==> src/rtl/i2c_pkg.sv <==
// Shared types and constants for the I2C target.
package i2c_pkg;

    typedef enum logic [3:0] {
        ST_IDLE,
        ST_ADDR,
        ST_ADDR_ACK,
        ST_REG,
        ST_REG_ACK,
        ST_WDATA,
        ST_WDATA_ACK,
        ST_RDATA,
        ST_RDATA_ACK,
        ST_IGNORE
    } i2c_tgt_state_t;

    localparam logic I2C_ACK  = 1'b0;
    localparam logic I2C_NACK = 1'b1;

endpackage

==> src/rtl/i2c_target_pin_filter.sv <==
// Synchronises and debounces SCL/SDA, then derives bus events from the clean levels.
module i2c_pin_filter #(
    parameter int FILTER_LEN = 3
) (
    input  logic clk,
    input  logic rst_n,
    input  logic scl_i,
    input  logic sda_i,
    output logic sda_f_o,
    output logic scl_rise_o,
    output logic scl_fall_o,
    output logic start_o,
    output logic stop_o
);

    localparam int CW = $clog2(FILTER_LEN + 1);

    logic [1:0]    scl_sync_q, sda_sync_q;
    logic          scl_f_q, sda_f_q, scl_p_q, sda_p_q;
    logic [CW-1:0] scl_cnt_q, sda_cnt_q;

    // A new level is only accepted after FILTER_LEN consecutive cycles of disagreement.
    always_ff @(posedge clk or negedge rst_n) begin
        if (!rst_n) begin
            scl_sync_q <= 2'b11;
            sda_sync_q <= 2'b11;
            scl_f_q    <= 1'b1;
            sda_f_q    <= 1'b1;
            scl_p_q    <= 1'b1;
            sda_p_q    <= 1'b1;
            scl_cnt_q  <= '0;
            sda_cnt_q  <= '0;
        end else begin
            scl_sync_q <= {scl_sync_q[0], scl_i};
            sda_sync_q <= {sda_sync_q[0], sda_i};
            scl_p_q    <= scl_f_q;
            sda_p_q    <= sda_f_q;

            if (scl_sync_q[1] == scl_f_q) begin
                scl_cnt_q <= '0;
            end else if (scl_cnt_q == CW'(FILTER_LEN - 1)) begin
                scl_f_q   <= scl_sync_q[1];
                scl_cnt_q <= '0;
            end else begin
                scl_cnt_q <= scl_cnt_q + 1'b1;
            end

            if (sda_sync_q[1] == sda_f_q) begin
                sda_cnt_q <= '0;
            end else if (sda_cnt_q == CW'(FILTER_LEN - 1)) begin
                sda_f_q   <= sda_sync_q[1];
                sda_cnt_q <= '0;
            end else begin
                sda_cnt_q <= sda_cnt_q + 1'b1;
            end
        end
    end

    assign sda_f_o    = sda_f_q;
    assign scl_rise_o = scl_f_q & ~scl_p_q;
    assign scl_fall_o = ~scl_f_q & scl_p_q;
    assign start_o    = sda_p_q & ~sda_f_q & scl_f_q & scl_p_q;
    assign stop_o     = ~sda_p_q & sda_f_q & scl_f_q & scl_p_q;

endmodule

==> src/rtl/i2c_target.sv <==
// I2C target with an auto-incrementing 8-bit register pointer and a strobe-based register bus.
module i2c_target
    import i2c_pkg::*;
#(
    parameter logic [6:0] DEV_ADDR   = 7'h50,
    parameter int         FILTER_LEN = 3
) (
    input  logic           clk,
    input  logic           rst_n,
    input  logic           scl_i,
    input  logic           sda_i,
    output logic           sda_o,
    output logic           sda_t,
    output logic [7:0]     reg_addr,
    output logic [7:0]     reg_wdata,
    output logic           reg_wr,
    output logic           reg_rd,
    input  logic [7:0]     reg_rdata,
    output logic           busy,
    output i2c_tgt_state_t state_o
);

    logic sda_f, scl_rise, scl_fall, start_evt, stop_evt;

    i2c_pin_filter #(.FILTER_LEN(FILTER_LEN)) u_filter (
        .clk        (clk),
        .rst_n      (rst_n),
        .scl_i      (scl_i),
        .sda_i      (sda_i),
        .sda_f_o    (sda_f),
        .scl_rise_o (scl_rise),
        .scl_fall_o (scl_fall),
        .start_o    (start_evt),
        .stop_o     (stop_evt)
    );

    i2c_tgt_state_t state_q;
    logic [3:0]     bit_cnt_q;
    logic [7:0]     shift_q;
    logic [7:0]     reg_addr_q, reg_wdata_q;
    logic           sda_t_q, reg_wr_q, reg_rd_q, busy_q, rw_q;
    logic [7:0]     shift_in;

    assign shift_in = {shift_q[6:0], sda_f};

    always_ff @(posedge clk or negedge rst_n) begin
        if (!rst_n) begin
            state_q     <= ST_IDLE;
            bit_cnt_q   <= '0;
            shift_q     <= '0;
            reg_addr_q  <= '0;
            reg_wdata_q <= '0;
            sda_t_q     <= 1'b1;
            reg_wr_q    <= 1'b0;
            reg_rd_q    <= 1'b0;
            busy_q      <= 1'b0;
            rw_q        <= 1'b0;
        end else begin
            reg_wr_q <= 1'b0;
            reg_rd_q <= 1'b0;
            if (stop_evt) begin
                state_q   <= ST_IDLE;
                sda_t_q   <= 1'b1;
                busy_q    <= 1'b0;
                bit_cnt_q <= '0;
            end else if (start_evt) begin
                state_q   <= ST_ADDR;
                sda_t_q   <= 1'b1;
                busy_q    <= 1'b1;
                bit_cnt_q <= '0;
            end else begin
                case (state_q)
                    ST_ADDR, ST_REG, ST_WDATA: begin
                        if (scl_rise) begin
                            shift_q   <= shift_in;
                            bit_cnt_q <= bit_cnt_q + 4'd1;
                            if (bit_cnt_q == 4'd7) begin
                                bit_cnt_q <= '0;
                                case (state_q)
                                    ST_ADDR: begin
                                        if (shift_in[7:1] == DEV_ADDR) begin
                                            state_q <= ST_ADDR_ACK;
                                            rw_q    <= shift_in[0];
                                        end else begin
                                            state_q <= ST_IGNORE;
                                        end
                                    end
                                    ST_REG: begin
                                        reg_addr_q <= shift_in;
                                        state_q    <= ST_REG_ACK;
                                    end
                                    default: begin
                                        reg_wdata_q <= shift_in;
                                        reg_wr_q    <= 1'b1;
                                        state_q     <= ST_WDATA_ACK;
                                    end
                                endcase
                            end
                        end
                    end
                    // bit_cnt 0: the fall ending bit 8 starts the ACK; 1: the fall ending the 9th clock.
                    ST_ADDR_ACK, ST_REG_ACK, ST_WDATA_ACK: begin
                        if (scl_fall) begin
                            if (bit_cnt_q == 4'd0) begin
                                sda_t_q   <= I2C_ACK;
                                bit_cnt_q <= 4'd1;
                            end else begin
                                sda_t_q   <= 1'b1;
                                bit_cnt_q <= '0;
                                case (state_q)
                                    ST_ADDR_ACK: begin
                                        if (rw_q) begin
                                            state_q  <= ST_RDATA;
                                            reg_rd_q <= 1'b1;
                                        end else begin
                                            state_q <= ST_REG;
                                        end
                                    end
                                    ST_REG_ACK: state_q <= ST_WDATA;
                                    default: begin
                                        state_q    <= ST_WDATA;
                                        reg_addr_q <= reg_addr_q + 8'd1;
                                    end
                                endcase
                            end
                        end
                    end
                    ST_RDATA: begin
                        if (reg_rd_q) begin
                            shift_q    <= reg_rdata;
                            sda_t_q    <= reg_rdata[7];
                            reg_addr_q <= reg_addr_q + 8'd1;
                            bit_cnt_q  <= '0;
                        end else if (scl_rise) begin
                            bit_cnt_q <= bit_cnt_q + 4'd1;
                        end else if (scl_fall) begin
                            if (bit_cnt_q == 4'd8) begin
                                state_q   <= ST_RDATA_ACK;
                                sda_t_q   <= 1'b1;
                                bit_cnt_q <= '0;
                            end else begin
                                sda_t_q <= shift_q[6];
                                shift_q <= {shift_q[6:0], 1'b0};
                            end
                        end
                    end
                    ST_RDATA_ACK: begin
                        if (scl_rise) begin
                            shift_q[0] <= sda_f;
                            bit_cnt_q  <= 4'd1;
                        end else if (scl_fall && bit_cnt_q == 4'd1) begin
                            bit_cnt_q <= '0;
                            if (shift_q[0] == I2C_ACK) begin
                                state_q  <= ST_RDATA;
                                reg_rd_q <= 1'b1;
                            end else begin
                                state_q <= ST_IGNORE;
                            end
                        end
                    end
                    default: ;
                endcase
            end
        end
    end

    assign sda_o     = 1'b0;
    assign sda_t     = sda_t_q;
    assign reg_addr  = reg_addr_q;
    assign reg_wdata = reg_wdata_q;
    assign reg_wr    = reg_wr_q;
    assign reg_rd    = reg_rd_q;
    assign busy      = busy_q;
    assign state_o   = state_q;

endmodule

==> config.mk <==
export PLATFORM = sky130hd
export DESIGN_NAME = i2c_target
export DESIGN_NICKNAME = d
export VERILOG_FILES = /design/src/rtl/i2c_pkg.sv /design/src/rtl/i2c_target_pin_filter.sv /design/src/rtl/i2c_target.sv
export SDC_FILE = /design/constraint.sdc
export NUM_CORES = 1
export LEC_CHECK = 0
export CORE_ASPECT_RATIO = 1.25
export CORE_MARGIN = 8
export CORE_UTILIZATION = 50
export CTS_BUF_LIST = sky130_fd_sc_hd__clkbuf_4 sky130_fd_sc_hd__clkbuf_8
export DETAILED_ROUTE_END_ITERATION = 6
export PLACE_DENSITY = 0.74
export SYNTH_ARGS = -nofsm -noshare
export SYNTH_HDL_FRONTEND = slang
export SYNTH_SLANG_ARGS = --single-unit
==> constraint.sdc <==
create_clock -name clk -period 2.43 [get_ports clk]
set_input_delay 0.243 -clock clk [delete_from_list [all_inputs] [get_ports clk]]
set_output_delay 0.243 -clock clk [all_outputs]
set_load 0.02 [all_outputs]
==> impl_metrics.csv <==
group,metric,value,unit
floorplan,num_rows,30,
drt,ant_nets,0,
worst_hold_path,min_from,"scl_i",
floorplan,io_pins,37,
worst_hold_path,hold-path-endpoint,"u_filter.scl_sync_q[0]$_DFF_PN1_",
clock_tree,htreeDepth,2,
floorplan,start_util,51.7,%
setup_path,cp-start-kind,"register",
floorplan,die_area,8250,um^2
timing,finalCritPeriodShare,97.4,%
synth,synth_edf_count,0,
drt,dr.first_iter.drc_count,225,
clock_tree,cts_tree,"done",
layout,final_cells,398,
layout,n_antenna_cell,0,
timing,rsz0062_at_grt,"true",
power_and_ir_drop,swShare,42.5,%
setup_path,rr_worst_depth,8,
drt,vias_per_cell,5.87,
global_route,grt_overflow,0,
global_route,grt_pass1_wl,11300,um
power_and_ir_drop,power.density,1360,nW/um^2
synth,synth_top_cell_by_area,"dfrtp_1",
clock_tree,cts_root_buf,"clkbuf_8",
synth,yosysTopAreaCellShare,34.9,%
layout,drive_gt1_share,25.1,%
placed_design,placed_cells,384,
setup_path,criticalPathCategory,"register to register",
power_and_ir_drop,leakage,1.50,nW
timing,finalSetupViolCount,0,
global_route,track_usage,16.3,%
flow_run,cap_violations,0,
synth,ys_seq_area_share,43.4,%
drt,routed_wl,6830,um
timing,holdWs,0.337,ns
worst_hold_path,whs_path_depth,1,
clock_tree,clk_pin_slew,0.09,ns
synth,synth_area,2800,um^2
layout,fillers,473,
setup_path,rr_endpoint,"state_o[3]$_DFFE_PN0P_",
global_route,grt_max_degree,30,
power_and_ir_drop,vdd_drop_max,0.000734,V
synth,synthTopCellsByArea,"dfrtp_1 35%, dfstp_2 8.5%, mux2_2 4.8%, a21oi_1 4.7%, o21ai_0 3.8%",
floorplan,die_h,99.6,um
setup_path,end_kind,"register",
clock_tree,clk_latency,0.31,ns
power_and_ir_drop,pwr-share-seq,30.7,%
setup_path,worst_ep_required_time,2.62,ns
worst_hold_path,hp-class,"input pin to register",
timing,finalClockSkew,0.00779,ns
timing,slew_violations,0,
outcome,run_status,"finished clean",
power_and_ir_drop,comb_power_share,54.5,%
layout,syn_to_final_growth,24.6,%
synth,yosys_register_bits,48,
timing,period_minus_slack,2.37,ns
placed_design,gp_congestion,0.986,
timing,max_freq,422,MHz
layout,layout_common_cells,"38 x dfrtp_1, 34 x clkdlybuf4s50_1, 28 x buf_4",
setup_path,crit_fanout,5,
synth,synth_cells,279,
global_route,grt_pass1_vias,2257,
drt,remaining_drc_errors,0,
clock_tree,cts_buffers,5,
synth,synth_top_flop_cell,"dfrtp_1",
synth,yosysUniqueCellTypes,67,
power_and_ir_drop,p_switching,0.00202,W
floorplan,core_area,5410,um^2
setup_path,reg2reg_slack,0.06,ns
synth,ys_warn_count,0,
drt,vias,2338,
drt,dr.pass1.iters,4,
power_and_ir_drop,clkPwrFrac,14.8,%
setup_path,rr_startpoint,"bit_cnt_q[0]$_DFFE_PN0P_",
timing,tightestPinTransition,0.671,ns
drt,wl_per_cell,17.2,um
layout,finalNetCount,349,
placed_design,io_buffers,35,
clock_tree,clk_path_buf_depth,2,
timing,final-hold-violation-count,0,
floorplan,fp.dieW,82.9,um
setup_path,arrival,2.56,ns
timing,max_slew_margin,55.3,%
synth,async_reset_ff_share,100,%
global_route,antenna_found_initial,0,
synth,synth_area_per_cell,10.0,um^2
placed_design,place_hpwl,4990,um
clock_tree,cts_num_sinks,48,
layout,final_common_cell,"dfrtp_1",
synth,syn_nets,295,
power_and_ir_drop,intPower,0.00273,W
==> what timing repair did <==
item	in CTS	in global routing
gates cloned	0	0
gates resized for setup	1	7
buffers inserted	0	5
setup endpoints to repair	4	7
pin swaps	0	0
hold buffers	1	0
endpoints found under the hold margin	23	0
==> worst max path at each step <==
stage                                   from                      end  cells past startpoint
detailed placement  bit_cnt_q[0]$_DFFE_PN0P_  reg_addr[4]$_DFFE_PN0P_                      8
finish              bit_cnt_q[0]$_DFFE_PN0P_   state_o[3]$_DFFE_PN0P_                      8
global route        bit_cnt_q[0]$_DFFE_PN0P_   state_o[3]$_DFFE_PN0P_                      8
floorplan           bit_cnt_q[0]$_DFFE_PN0P_   state_o[0]$_DFFE_PN0P_                      8
global placement    bit_cnt_q[0]$_DFFE_PN0P_  reg_addr[4]$_DFFE_PN0P_                      8
CTS                 bit_cnt_q[0]$_DFFE_PN0P_   state_o[0]$_DFFE_PN0P_                      8
==> cells in the mapped netlist (2+ instances only) <==
| cell | n |
|---|---|
| ha_1 | 4 |
| o22ai_1 | 2 |
| mux2i_1 | 7 |
| buf_2 | 4 |
| buf_6 | 3 |
| nand4_1 | 3 |
| or4_1 | 2 |
| nand4b_1 | 2 |
| a221oi_1 | 2 |
| buf_4 | 2 |
| a21oi_1 | 26 |
| clkbuf_1 | 4 |
| nor3_1 | 5 |
| nand3b_1 | 2 |
| dfrtp_1 | 39 |
| o21bai_1 | 2 |
| nand2_2 | 3 |
| nor3b_1 | 3 |
| o21ai_2 | 2 |
| and3_1 | 4 |
| a31oi_1 | 8 |
| clkbuf_8 | 4 |
| inv_1 | 5 |
| or2_2 | 3 |
| xnor2_1 | 3 |
| o21ai_0 | 21 |
| a211oi_1 | 2 |
| nor2_1 | 16 |
| mux2_2 | 12 |
| dfstp_2 | 9 |
| nand2b_1 | 4 |
| mux2_1 | 3 |
| nand3_1 | 11 |
| nand2_1 | 18 |
| nor2b_1 | 7 |
==> flip-flops by register name, summed over array words and instances, names as in the netlist, 2 cells and up <==
name and cells:
bit_cnt_q 4, reg_addr 8, reg_wdata 8, shift_q 7, state_o 4, u_filter.scl_cnt_q 2, u_filter.scl_sync_q 2, u_filter.sda_cnt_q 2
u_filter.sda_sync_q 2
==> final cells by class <==
type	instances	area, um^2	share of cell area [%]
Clock buffer	5	68.8	1.98
Clock inverter	3	68.8	1.98
Inverter	5	18.8	0.539
Multi-Input combinational cell	209	1470	42.1
Sequential cell	48	1210	34.8
Tap cell	64	80.1	2.30
Timing Repair Buffer	64	566	16.2
==> power by group through the flow <==
stage / Combinational, W / Clock (W) / Sequential, W
2_1_floorplan: 0.00168 / 0 / 0.00143
3_3_place_gp: 0.00236 / 0 / 0.00144
3_5_place_dp: 0.00240 / 0 / 0.00145
4_1_cts: 0.00243 / 0.000715 / 0.00143
5_1_grt: 0.00285 / 0.000743 / 0.00150
6_report: 0.00259 / 0.000701 / 0.00146
==> critical path, cell delays in order (launching register included) <==
cell and delay, ns:
dfrtp_1 0.44, inv_2 0.09, ha_1 0.15, or3b_4 0.40, or4_1 0.49, o21ai_2 0.11, nand3b_4 0.18, a21oi_2 0.08
mux2_1 0.32
==> cell families after synthesis <==
family	after synthesis	synth area share, %
other cells	1	0.134
fa+ha+maj	5	2.15
xor+xnor	4	1.25
compound gates	74	16.1
flops	48	43.4
simple gates	103	22.8
buf+inv	22	5.64
mux	22	8.55
==> metrics by stage <==
step	setup slack (ns)	total power (W)	setup TNS, ns	utilization [%]	area (um^2)
CTS	0.0293	0.00458	0	63.1	3410
finish	0.0625	0.00474	0	64.4	3480
global route	-0.0322	0.00509	-0.0845	64.4	3480
detailed placement	-0.0332	0.00385	-0.0332	60.2	3250
floorplan	0.200	0.00311	0	-	2800
global placement	0.104	0.00380	0	60.2	3250
==> metal layers <==
layer	routed length, um	global-route usage (%)
met5	0	0
met1	2980	20.2
met4	165	6.10
met2	3310	26.6
met3	376	3.76
Power figures use the tool's default switching activity.
